File: config.mk
export PLATFORM = sky130hd
export DESIGN_NAME = data_mem_responder
export DESIGN_NICKNAME = d
export VERILOG_FILES = /design/src/rtl/gpu_mem_pkg.sv /design/src/rtl/rr_arbiter.sv /design/src/rtl/data_mem_responder.sv
export SDC_FILE = /design/constraint.sdc
export NUM_CORES = 2
export LEC_CHECK = 0
export ABC_AREA = 0
export BUFFER_PORTS_ARGS = -buffer_cell sky130_fd_sc_hd__buf_2
export CAP_MARGIN = 20
export CORE_MARGIN = 2
export CORE_UTILIZATION = 40
export DETAILED_ROUTE_END_ITERATION = 12
export GPL_TIMING_DRIVEN = 0
export RECOVER_POWER = 50
export SYNTH_ARGS = -nofsm -noshare
export SYNTH_HDL_FRONTEND = slang
export SYNTH_SLANG_ARGS = --single-unit
File: constraint.sdc
create_clock -name clock -period 5.64 [get_ports clock]
set_clock_uncertainty 0.15 [all_clocks]
set_input_delay 0.282 -clock clock [delete_from_list [all_inputs] [get_ports clock]]
set_output_delay 0.282 -clock clock [all_outputs]
set_load 0.1 [all_outputs]
File: src/rtl/gpu_mem_pkg.sv
// Shared memory-side definitions for the responder and its arbiter.
// Pure types/constants; no logic, no latency, no backpressure.
package gpu_mem_pkg;

    localparam int ADDR_BITS = 8;
    localparam int DATA_BITS = 8;

    typedef enum logic [1:0] {
        IDLE    = 2'd0,
        ACCESS  = 2'd1,
        RESPOND = 2'd2,
        RELEASE = 2'd3
    } rsp_state_e;

endpackage

File: src/rtl/rr_arbiter.sv
// Round-robin picker: first set request at or after ptr, wrapping; one-hot grant plus index.
// Combinational (0 cycles); holds no state, so it applies no backpressure of its own.
module rr_arbiter #(
    parameter int THREADS = 4,
    parameter int IDX_W   = (THREADS > 1) ? $clog2(THREADS) : 1
) (
    input  logic [THREADS-1:0] req,
    input  logic [IDX_W-1:0]   ptr,
    output logic [THREADS-1:0] gnt,
    output logic [IDX_W-1:0]   idx,
    output logic               vld
);

    always_comb begin
        gnt = '0;
        idx = '0;
        vld = 1'b0;
        for (int i = 0; i < THREADS; i++) begin
            int j;
            j = int'(ptr) + i;
            if (j >= THREADS) begin
                j = j - THREADS;
            end
            if (!vld && req[j]) begin
                gnt[j] = 1'b1;
                idx    = IDX_W'(j);
                vld    = 1'b1;
            end
        end
    end

endmodule

File: src/rtl/data_mem_responder.sv
// Serves THREADS LSU ports from a 256x8 byte array, one request at a time, round-robin; DMEM_STATS_EN adds read/write counters.
// Ready pulses LATENCY+1 cycles after a valid is sampled in IDLE; ungranted requests wait by holding their valid.
module data_mem_responder
    import gpu_mem_pkg::*;
#(
    parameter int THREADS = 4,
    parameter int LATENCY = 2
) (
    input  logic                           clock,
    input  logic                           reset,
    input  logic [THREADS-1:0]             mem_read_valid,
    input  logic [THREADS*ADDR_BITS-1:0]   mem_read_address,
    input  logic [THREADS-1:0]             mem_write_valid,
    input  logic [THREADS*ADDR_BITS-1:0]   mem_write_address,
    input  logic [THREADS*DATA_BITS-1:0]   mem_write_data,
    output logic [THREADS-1:0]             mem_read_ready,
    output logic [THREADS*DATA_BITS-1:0]   mem_read_data,
    output logic [THREADS-1:0]             mem_write_ready,
    output logic                           busy
`ifdef DMEM_STATS_EN
    ,
    output logic [15:0]                    read_count,
    output logic [15:0]                    write_count
`endif
);

    localparam int IDX_W = (THREADS > 1) ? $clog2(THREADS) : 1;

    rsp_state_e                   state_q, state_d;
    logic [IDX_W-1:0]             idx_q, idx_d;
    logic [IDX_W-1:0]             ptr_q, ptr_d;
    logic                         op_wr_q, op_wr_d;
    logic [ADDR_BITS-1:0]         addr_q, addr_d;
    logic [DATA_BITS-1:0]         wdata_q, wdata_d;
    logic [3:0]                   cnt_q, cnt_d;
    logic [THREADS*DATA_BITS-1:0] rdata_q, rdata_d;

    logic [DATA_BITS-1:0]         mem_array [2**ADDR_BITS];

    logic [THREADS-1:0]           arb_req, arb_gnt;
    logic [IDX_W-1:0]             arb_idx;
    logic                         arb_vld;

    logic                         sel_wr;
    logic [ADDR_BITS-1:0]         sel_rd_addr, sel_wr_addr;
    logic [DATA_BITS-1:0]         sel_wdata;
    logic                         held_vld;

    assign arb_req = mem_read_valid | mem_write_valid;

    rr_arbiter #(
        .THREADS (THREADS),
        .IDX_W   (IDX_W)
    ) u_rr_arbiter (
        .req (arb_req),
        .ptr (ptr_q),
        .gnt (arb_gnt),
        .idx (arb_idx),
        .vld (arb_vld)
    );

    // Write wins over a simultaneous read from the same thread; the read re-arbitrates later.
    assign sel_wr = |(arb_gnt & mem_write_valid);

    always_comb begin
        sel_rd_addr = '0;
        sel_wr_addr = '0;
        sel_wdata   = '0;
        held_vld    = 1'b0;
        for (int t = 0; t < THREADS; t++) begin
            if (arb_gnt[t]) begin
                sel_rd_addr = mem_read_address[t*ADDR_BITS +: ADDR_BITS];
                sel_wr_addr = mem_write_address[t*ADDR_BITS +: ADDR_BITS];
                sel_wdata   = mem_write_data[t*DATA_BITS +: DATA_BITS];
            end
            if (IDX_W'(t) == idx_q) begin
                held_vld = op_wr_q ? mem_write_valid[t] : mem_read_valid[t];
            end
        end
    end

    always_comb begin
        state_d = state_q;
        idx_d   = idx_q;
        ptr_d   = ptr_q;
        op_wr_d = op_wr_q;
        addr_d  = addr_q;
        wdata_d = wdata_q;
        cnt_d   = cnt_q;
        rdata_d = rdata_q;
        case (state_q)
            IDLE: begin
                if (arb_vld) begin
                    idx_d   = arb_idx;
                    ptr_d   = (arb_idx == IDX_W'(THREADS - 1)) ? '0 : arb_idx + 1'b1;
                    op_wr_d = sel_wr;
                    addr_d  = sel_wr ? sel_wr_addr : sel_rd_addr;
                    wdata_d = sel_wdata;
                    cnt_d   = 4'(LATENCY - 1);
                    state_d = ACCESS;
                end
            end
            ACCESS: begin
                if (cnt_q == '0) begin
                    state_d = RESPOND;
                    // Capture read data on entry so it is on the bus alongside the ready pulse.
                    if (!op_wr_q) begin
                        for (int t = 0; t < THREADS; t++) begin
                            if (IDX_W'(t) == idx_q) begin
                                rdata_d[t*DATA_BITS +: DATA_BITS] = mem_array[addr_q];
                            end
                        end
                    end
                end else begin
                    cnt_d = cnt_q - 4'd1;
                end
            end
            RESPOND: begin
                state_d = RELEASE;
            end
            RELEASE: begin
                if (!held_vld) begin
                    state_d = IDLE;
                end
            end
            default: state_d = IDLE;
        endcase
    end

    always_ff @(posedge clock or negedge reset) begin
        if (!reset) begin
            state_q <= IDLE;
            idx_q   <= '0;
            ptr_q   <= '0;
            op_wr_q <= 1'b0;
            addr_q  <= '0;
            wdata_q <= '0;
            cnt_q   <= '0;
            rdata_q <= '0;
        end else begin
            state_q <= state_d;
            idx_q   <= idx_d;
            ptr_q   <= ptr_d;
            op_wr_q <= op_wr_d;
            addr_q  <= addr_d;
            wdata_q <= wdata_d;
            cnt_q   <= cnt_d;
            rdata_q <= rdata_d;
        end
    end

    // Array commits only from RESPOND, so a reset that lands earlier leaves it untouched.
    always_ff @(posedge clock) begin
        if (state_q == RESPOND && op_wr_q) begin
            mem_array[addr_q] <= wdata_q;
        end
    end

    always_comb begin
        mem_read_ready  = '0;
        mem_write_ready = '0;
        for (int t = 0; t < THREADS; t++) begin
            if (state_q == RESPOND && IDX_W'(t) == idx_q) begin
                mem_write_ready[t] = op_wr_q;
                mem_read_ready[t]  = !op_wr_q;
            end
        end
    end

    assign mem_read_data = rdata_q;
    assign busy          = (state_q != IDLE);

`ifdef DMEM_STATS_EN
    logic [15:0] rd_cnt_q, rd_cnt_d;
    logic [15:0] wr_cnt_q, wr_cnt_d;

    always_comb begin
        rd_cnt_d = rd_cnt_q;
        wr_cnt_d = wr_cnt_q;
        if (state_q == RESPOND) begin
            if (op_wr_q) begin
                wr_cnt_d = wr_cnt_q + 16'd1;
            end else begin
                rd_cnt_d = rd_cnt_q + 16'd1;
            end
        end
    end

    always_ff @(posedge clock or negedge reset) begin
        if (!reset) begin
            rd_cnt_q <= '0;
            wr_cnt_q <= '0;
        end else begin
            rd_cnt_q <= rd_cnt_d;
            wr_cnt_q <= wr_cnt_d;
        end
    end

    assign read_count  = rd_cnt_q;
    assign write_count = wr_cnt_q;
`endif

endmodule

Yosys cells after proc, flatten, opt, wreduce, memory -nomap -nowiden
Memories as Yosys holds them, arrays and structs flattened.
Index checks and enable logic that the tools add are counted.

storage, ports and cells
  register bits = 59
  memory bits (writable) = 2048
  logic and storage cells = 154
  memories kept = 1

operators by class
  add/subtract/negate cells = 9
  order comparisons = 12
  equal/unequal tests = 11
  muxes and demuxes = 75
  bitwise gates (word level) = 6
  reductions and logical operators = 29

memories
  name       words  width  read ports  clocked after memory_dff  wr ports  line                      text
  mem_array  256    8      1           0                         1         data_mem_responder.sv:38  logic [DATA_BITS-1:0] mem_array [2**ADDR_BITS];

operators with widths
  cell                   number
  $ge 32x1->1 const B    4
  $lt 32x4->1 const B    4
  $mux 32                4
  $mux 8                 13
  $ge 32x4->1 const B    3
  $sub 32x4->32 const B  3
  $mux 1                 34
  $mux 4                 6
  $mux 2                 8
  $or 4x4->4             4
  $reduce_and 4->1       4
  $logic_and 1x1->1      12
  $bmux 1 s2             4
  $demux 1 s2            4
  $ne 2x2->1 const B     4
  $pmux 2 s4             1
  $pmux 4 s2             1
  $add 2x2->3 const B    2
  $eq 2x2->1 const B     3
  $reduce_and 3->1       2
  $and 4x4->4            1
  $eq 2x2->1 const A     2
  $logic_not 1->1        4
  $logic_not 2->1        2
  12 further kinds       13

Longest topological paths before layout
  depth after elaboration = 20
  gate-level depth with buffers = 13
  mapped depth without buffers = 10

Cells and area by module
A second synthesis with hierarchy kept.

unflattened totals
  cell total of the unflattened synthesis = 4293
  area total of the unflattened synthesis = 83378.7 um2

by module, submodules not included
  module              times used  cells an instance  area an instance (um2)
  data_mem_responder  1           4245               82922.0
  rr_arbiter          1           48                 456.7

Least setup slack after synthesis
No wires, ideal clock.

  path kind = register to register
  start = register wdata_q[0]
  end = memory mem_array[0][0], data pin
  arrival = 3184 ps
  path slack = 1503 ps
  cell stages (with the launch flop) = 1
  cells stage by stage = dfrtp_1

RTL lines
  element                   line                       text
  start: declaration        data_mem_responder.sv:34   logic [DATA_BITS-1:0] wdata_q, wdata_d;
  start signal: assignment  data_mem_responder.sv:146  wdata_q <= wdata_d;
  end: declaration          data_mem_responder.sv:38

Straight into the memory's write port.

Worst setup path in the final report
  start = register addr_q[1]
  end = register rdata_q[24], in the netlist mem_read_data[24], read port of mem_array

on the way
  longest elaborated chain between the ends = 1

RTL lines
  element                   line                       text
  start: declaration        data_mem_responder.sv:33   logic [ADDR_BITS-1:0] addr_q, addr_d;
  start signal: assignment  data_mem_responder.sv:145  addr_q <= addr_d;
  $mem_v2 256x8             -
  end: declaration          data_mem_responder.sv:36   logic [THREADS*DATA_BITS-1:0] rdata_q, rdata_d;

Every way passes these cells.
A chain may end at the register's enable or synchronous reset.

==> flow_results.org <==
** Place
- In this run the tool buffered the top-level ports with 146 buffer cells.
- At the end of routability-driven placement, the weighted congestion stood at 0.9566.
- At the placement stage, the worst setup path has a slack of -0.8773 ns.
- Summing all placed instances gives a cell area of 0.08864 mm².
- Detailed placement finished with a half-perimeter wire length of 191.6 mm.

** Timing
- Setup repair after global routing could not meet its margin everywhere.
- After routing, the total negative slack on setup checks comes to -10.25 ns.
- Relative slew margins :: -2.084
- The hold violation total from the final report came to 0.
- In the finished design, the share of the clock period the worst path needs comes to 1.035.
- Worst path setup slack after routing :: -0.1971 ns
- The final max-slew violation count was 652.
- Slew at the pin closest to its max-slew limit :: 4.625 ns
- Post-route minimum period :: 5.837 ns
- Final setup violation count :: 144
- Highest attainable clock frequency :: 171.3 MHz

** Worst setup path
- The largest individual stage delay along the critical path comes from the cell sky130_fd_sc_hd__buf_2.
- The startpoint identified for the worst register-to-register timing path is addr_q[1]$_DFFE_PN0P_.
- The critical path starts at addr_q[1]$_DFFE_PN0P_.
- Required time at the worst-slack endpoint :: 6.22 ns
- Critical path depth :: 11
- Counting both buffers and inverters, the worst setup path holds a total of 4.
- For this run, the slowest stage of the critical path takes 0.74 ns.
- Worst reg2reg path endpoint :: mem_read_data[24]$_DFFE_PN0P_
- Critical path endpoint :: mem_read_data[24]$_DFFE_PN0P_
- Critical Path Sink Type :: flop
- Path depth of the worst reg2reg path :: 11
- Worst Path Arrival :: 6.41 ns
- For flop-to-flop paths, the worst setup slack is -0.20 ns.
- The signal on the critical path passes through clkbuf_1 > buf_2 > buf_2 > clkbuf_4 > mux4_2 > mux4_2 > nand2_1 > nand4_1 > nor2_1 > o2111ai_1 > mux2_2.
- Cell type group with the largest total delay on the critical path :: buffers and inverters
- Along the worst path, the maximum fanout reaches 10.
- Category of the most critical setup path :: reg2reg
- STA classifies the critical path startpoint as a flop.

** Power and ir drop
- The share of total power dissipated in combinational logic is 0.381.
- The analysis attributes to cell leakage a power of 29.97 nW.
- Total internal power :: 33.70 mW
- Switching portion of total power :: 0.3853
- Part of the power in the clock network :: 0.246
- For this design the total switching power over the nets is 21.12 mW.
- Of the total power, registers draw 0.373.
- Post-layout power :: 54.82 mW
- Ratio of total power to cell area :: 572.3 mW/mm²
- IR analysis of the VDD net gives a maximum drop of 440.7 µV.

** Floorplan
- The die is 459.1 µm tall.
- Number of placed I/O pins :: 147
- From left edge to right edge, the die measures 459.1 µm.
- The floorplan step defined a die boundary enclosing 0.2107 mm².
- Row Count :: 167
- Core region area :: 0.2064 mm²
- Effective utilization at floorplan :: 0.4012

** Global route
- Met2 layer usage reported by global route :: 0.3946
- GR Overflow Total :: 0
- Global-route wire length before repair :: 384.2 mm
- In the global route stage, overall resource usage came out at 0.2737.
- Most congested layer reported by global routing :: met2
- The number of global-route vias before repair came to 43100.
- Met1 Resource Use GR :: 0.3681
- Entering global routing, the biggest net connects 109 pins.
- For met3 alone, demand over resource in global routing was 0.09546.
- Number of antenna violations at the first check in global routing :: 23

** Yosys
- Post-synthesis register bit count :: 2107
- After technology mapping, the gate count stands at 3787.
- After synthesis, the share of flip-flops with an asynchronous set or reset is 0.02800.
- In the synthesized netlist the dominant register cell turns out to be sky130_fd_sc_hd__edfxtp_1.
- Yosys warns :: 0
- Averaged over all synthesized cells, the footprint is 21.87 µm².
- In this run the cell area of the synthesized design comes to 0.08283 mm².
- Number of synthesized flops with an enable pin :: 2048
- Yosys mapped the design onto 65 distinct sky130hd cell types.
- Total nets after synthesis :: 3908
- The share of the Yosys chip area taken by registers is 0.7603.

** Detailed routing
- Iteration-0 DRC count of the detailed router :: 8462
- Drt pass-1 iters :: 6
- In the routed layout, each cell is associated on average with a via count of 6.374.
- After detailed routing, the number of remaining DRC violations is 0.
- Total Wirelength :: 290.5 mm
- Overall via count from detail_route :: 45580
- Count of antenna-violating nets left after detailed routing :: 0
- Average wire length per cell after detail routing :: 40.62 µm

** Clock tree
- Total clock sinks :: 2107
- Clock-pin slew was measured on the worst setup and hold paths at 0.06 ns.
- Clock latency at the later pin of the worst-skew pair :: 0.88 ns
- TritonCTS built the clock tree.
- The longest clock path from root to sink contains 3 buffers.
- The H-tree generated during clock tree synthesis spans 4 levels.
- CTS placed an instance of sky130_fd_sc_hd__clkbuf_16 at the clock tree root.
- In this run, CTS created clock tree buffers numbering 205.

** Final layout
- Leaving out fill and tap cells, the most frequent cell in the layout is sky130_fd_sc_hd__edfxtp_1.
- Layout filler cell count :: 17030
- Number of nets at the end of the flow :: 4391
- Once layout is done, the placed cells without fillers occupy 0.09579 mm².
- Layout area overhead :: 15.64%
- Highest-count cells in the layout ignoring fill and taps :: sky130_fd_sc_hd__edfxtp_1 (2048), sky130_fd_sc_hd__mux4_2 (626), sky130_fd_sc_hd__nor2_1 (236), sky130_fd_sc_hd__clkbuf_16 (206), sky130_fd_sc_hd__buf_2 (196)
- Of the cells placed in the final design, the portion with a size suffix greater than 1 is 0.3141.

** Min path
- Path class of the lowest-slack min-delay path :: in2reg
- Cell depth of the worst min-delay path :: 4

** Outcome
- The final reports fail on max-capacitance violations, max-slew violations, negative setup slack.
- Run status :: finished with violations

** Run
- Number of maximum-capacitance violations :: 9
[synthesized netlist by cell type, types with 4 or more instances]
master | instances | area share
sky130_fd_sc_hd__edfxtp_1 | 2048 | 0.74
sky130_fd_sc_hd__inv_1 | 12 | 0.00054
sky130_fd_sc_hd__nand3_1 | 31 | 0.0019
sky130_fd_sc_hd__buf_2 | 52 | 0.0031
sky130_fd_sc_hd__mux2i_1 | 14 | 0.0017
sky130_fd_sc_hd__dfrtp_1 | 59 | 0.018
sky130_fd_sc_hd__a221oi_1 | 16 | 0.0017
sky130_fd_sc_hd__nor3_1 | 45 | 0.0027
sky130_fd_sc_hd__o21ai_1 | 8 | 0.00048
sky130_fd_sc_hd__nand2b_1 | 12 | 0.00091
sky130_fd_sc_hd__o22ai_1 | 4 | 0.00030
sky130_fd_sc_hd__a32oi_1 | 12 | 0.0013
sky130_fd_sc_hd__and2_1 | 4 | 0.00030
sky130_fd_sc_hd__a22oi_1 | 51 | 0.0046
sky130_fd_sc_hd__or2_2 | 9 | 0.00068
sky130_fd_sc_hd__o21ai_0 | 17 | 0.0010
sky130_fd_sc_hd__nor2b_1 | 8 | 0.00060
sky130_fd_sc_hd__ha_1 | 15 | 0.0023
sky130_fd_sc_hd__o2111ai_1 | 4 | 0.00042
sky130_fd_sc_hd__buf_6 | 14 | 0.0019
sky130_fd_sc_hd__nor2_1 | 289 | 0.013
sky130_fd_sc_hd__or3_1 | 22 | 0.0017
sky130_fd_sc_hd__a22o_1 | 19 | 0.0020
sky130_fd_sc_hd__a31oi_1 | 7 | 0.00053
sky130_fd_sc_hd__buf_4 | 15 | 0.0014
sky130_fd_sc_hd__nand2_1 | 71 | 0.0032
sky130_fd_sc_hd__buf_1 | 24 | 0.0011
sky130_fd_sc_hd__nand4_1 | 8 | 0.00060
sky130_fd_sc_hd__mux4_2 | 626 | 0.17
sky130_fd_sc_hd__o21a_1 | 11 | 0.0010
sky130_fd_sc_hd__o221ai_1 | 17 | 0.0018
sky130_fd_sc_hd__o211ai_1 | 7 | 0.00063
sky130_fd_sc_hd__a21oi_1 | 39 | 0.0024
sky130_fd_sc_hd__nor4_1 | 5 | 0.00038
sky130_fd_sc_hd__mux2_2 | 24 | 0.0033
sky130_fd_sc_hd__clkbuf_1 | 127 | 0.0058
[layer usage]
metal / wire, µm / vias up
met1: 106200 / 24180
met5: 220 / -
li1: - / 17010
met2: 125500 / 3637
met4: 17960 / 22
met3: 40600 / 726
[kinds of logic (layout without fill, tap and decap cells)]
| logic type | after synthesis | after routing | synth area share |
|---|---|---|---|
| AO/OA/AOI/OAI | 232 | 232 | 0.02042 |
| buffers and inverters | 245 | 899 | 0.01384 |
| adder cells (fa/ha/maj) | 15 | 15 | 0.002266 |
| XOR/XNOR | 2 | 2 | 0.0002115 |
| other | 0 | 6 | 0 |
| AND/OR/NAND/NOR | 522 | 522 | 0.02784 |
| multiplexers | 664 | 664 | 0.1752 |
| flip-flops | 2107 | 2107 | 0.7603 |
[registers in the layout (all words and copies together), names as in the netlist, named ones only]
| register | count |
|---|---|
| ptr_q | 1 |
| cnt_q | 4 |
| mem_array | 2048 |
| addr_q | 8 |
| state_q | 2 |
| op_wr_q | 1 |
| mem_read_data | 32 |
| wdata_q | 8 |
| idx_q | 2 |
[worst reg2reg max path: stages, from the launching register on]
cell,delay (ns)
sky130_fd_sc_hd__dfrtp_1,0.32
sky130_fd_sc_hd__clkbuf_1,0.34
sky130_fd_sc_hd__buf_2,0.54
sky130_fd_sc_hd__buf_2,0.76
sky130_fd_sc_hd__clkbuf_4,0.65
sky130_fd_sc_hd__mux4_2,0.45
sky130_fd_sc_hd__mux4_2,0.64
sky130_fd_sc_hd__nand2_1,0.28
sky130_fd_sc_hd__nand4_1,0.22
sky130_fd_sc_hd__nor2_1,0.26
sky130_fd_sc_hd__o2111ai_1,0.59
sky130_fd_sc_hd__mux2_2,0.53
[power by group through the flow]
stage	Clock [mW]	Sequential (mW)	Combinational, mW
floorplan	0	22.2	8.64
CTS	13.5	20.3	20.2
global route	14.1	20.5	20.9
finish	13.5	20.4	20.9
detailed placement	0	20.6	19.9
global placement	0	23.1	17.5
[how the worst min path moves through the flow]
stage                                              from                             to  slack [ns]
after floorplan                                   reset                      async pin       -0.16
after global placement    mem_read_data[11]$_DFFE_PN0P_  mem_read_data[11]$_DFFE_PN0P_        0.31
after detailed placement                          reset  mem_read_data[13]$_DFFE_PN0P_        0.13
after CTS                          mem_read_address[21]          addr_q[5]$_DFFE_PN0P_        0.05
after global routing               mem_write_address[3]          addr_q[3]$_DFFE_PN0P_        0.07
final                              mem_read_address[21]          addr_q[5]$_DFFE_PN0P_        0.07
[layout make-up]
type | count | area, µm² | area share
tap | 2704 | 3383 | 0.03532
clock inverter | 132 | 1175 | 0.01227
sequential | 2107 | 62980 | 0.6575
multi-input combinational | 1435 | 19040 | 0.1988
timing repair buffer | 281 | 2620 | 0.02735
inverter | 13 | 52.55 | 0.0005486
buffer | 227 | 1212 | 0.01266
clock buffer | 246 | 5305 | 0.05538
antenna | 6 | 15.01 | 0.0001567
[stage by stage]
stage,util,cells,hold WS [ns]
5_1_grt,0.4639,7146,0.06529
3_5_place_dp,0.4294,6719,0.1325
4_1_cts,0.4640,7143,0.04934
3_3_place_gp,0.4212,6637,0.3080
2_1_floorplan,-,3787,-0.1636
6_report,0.4640,7151,0.07258
[repair_timing]
item | CTS | global route
hold buffers | 48 | 0
endpoints found under the hold margin | 75 | 0
gates cloned | 0 | 0
setup endpoints to repair | 1012 | 91
gates resized for setup | 68 | 26
buffers inserted | 0 | 0
Power figures use the tool's default switching activity.
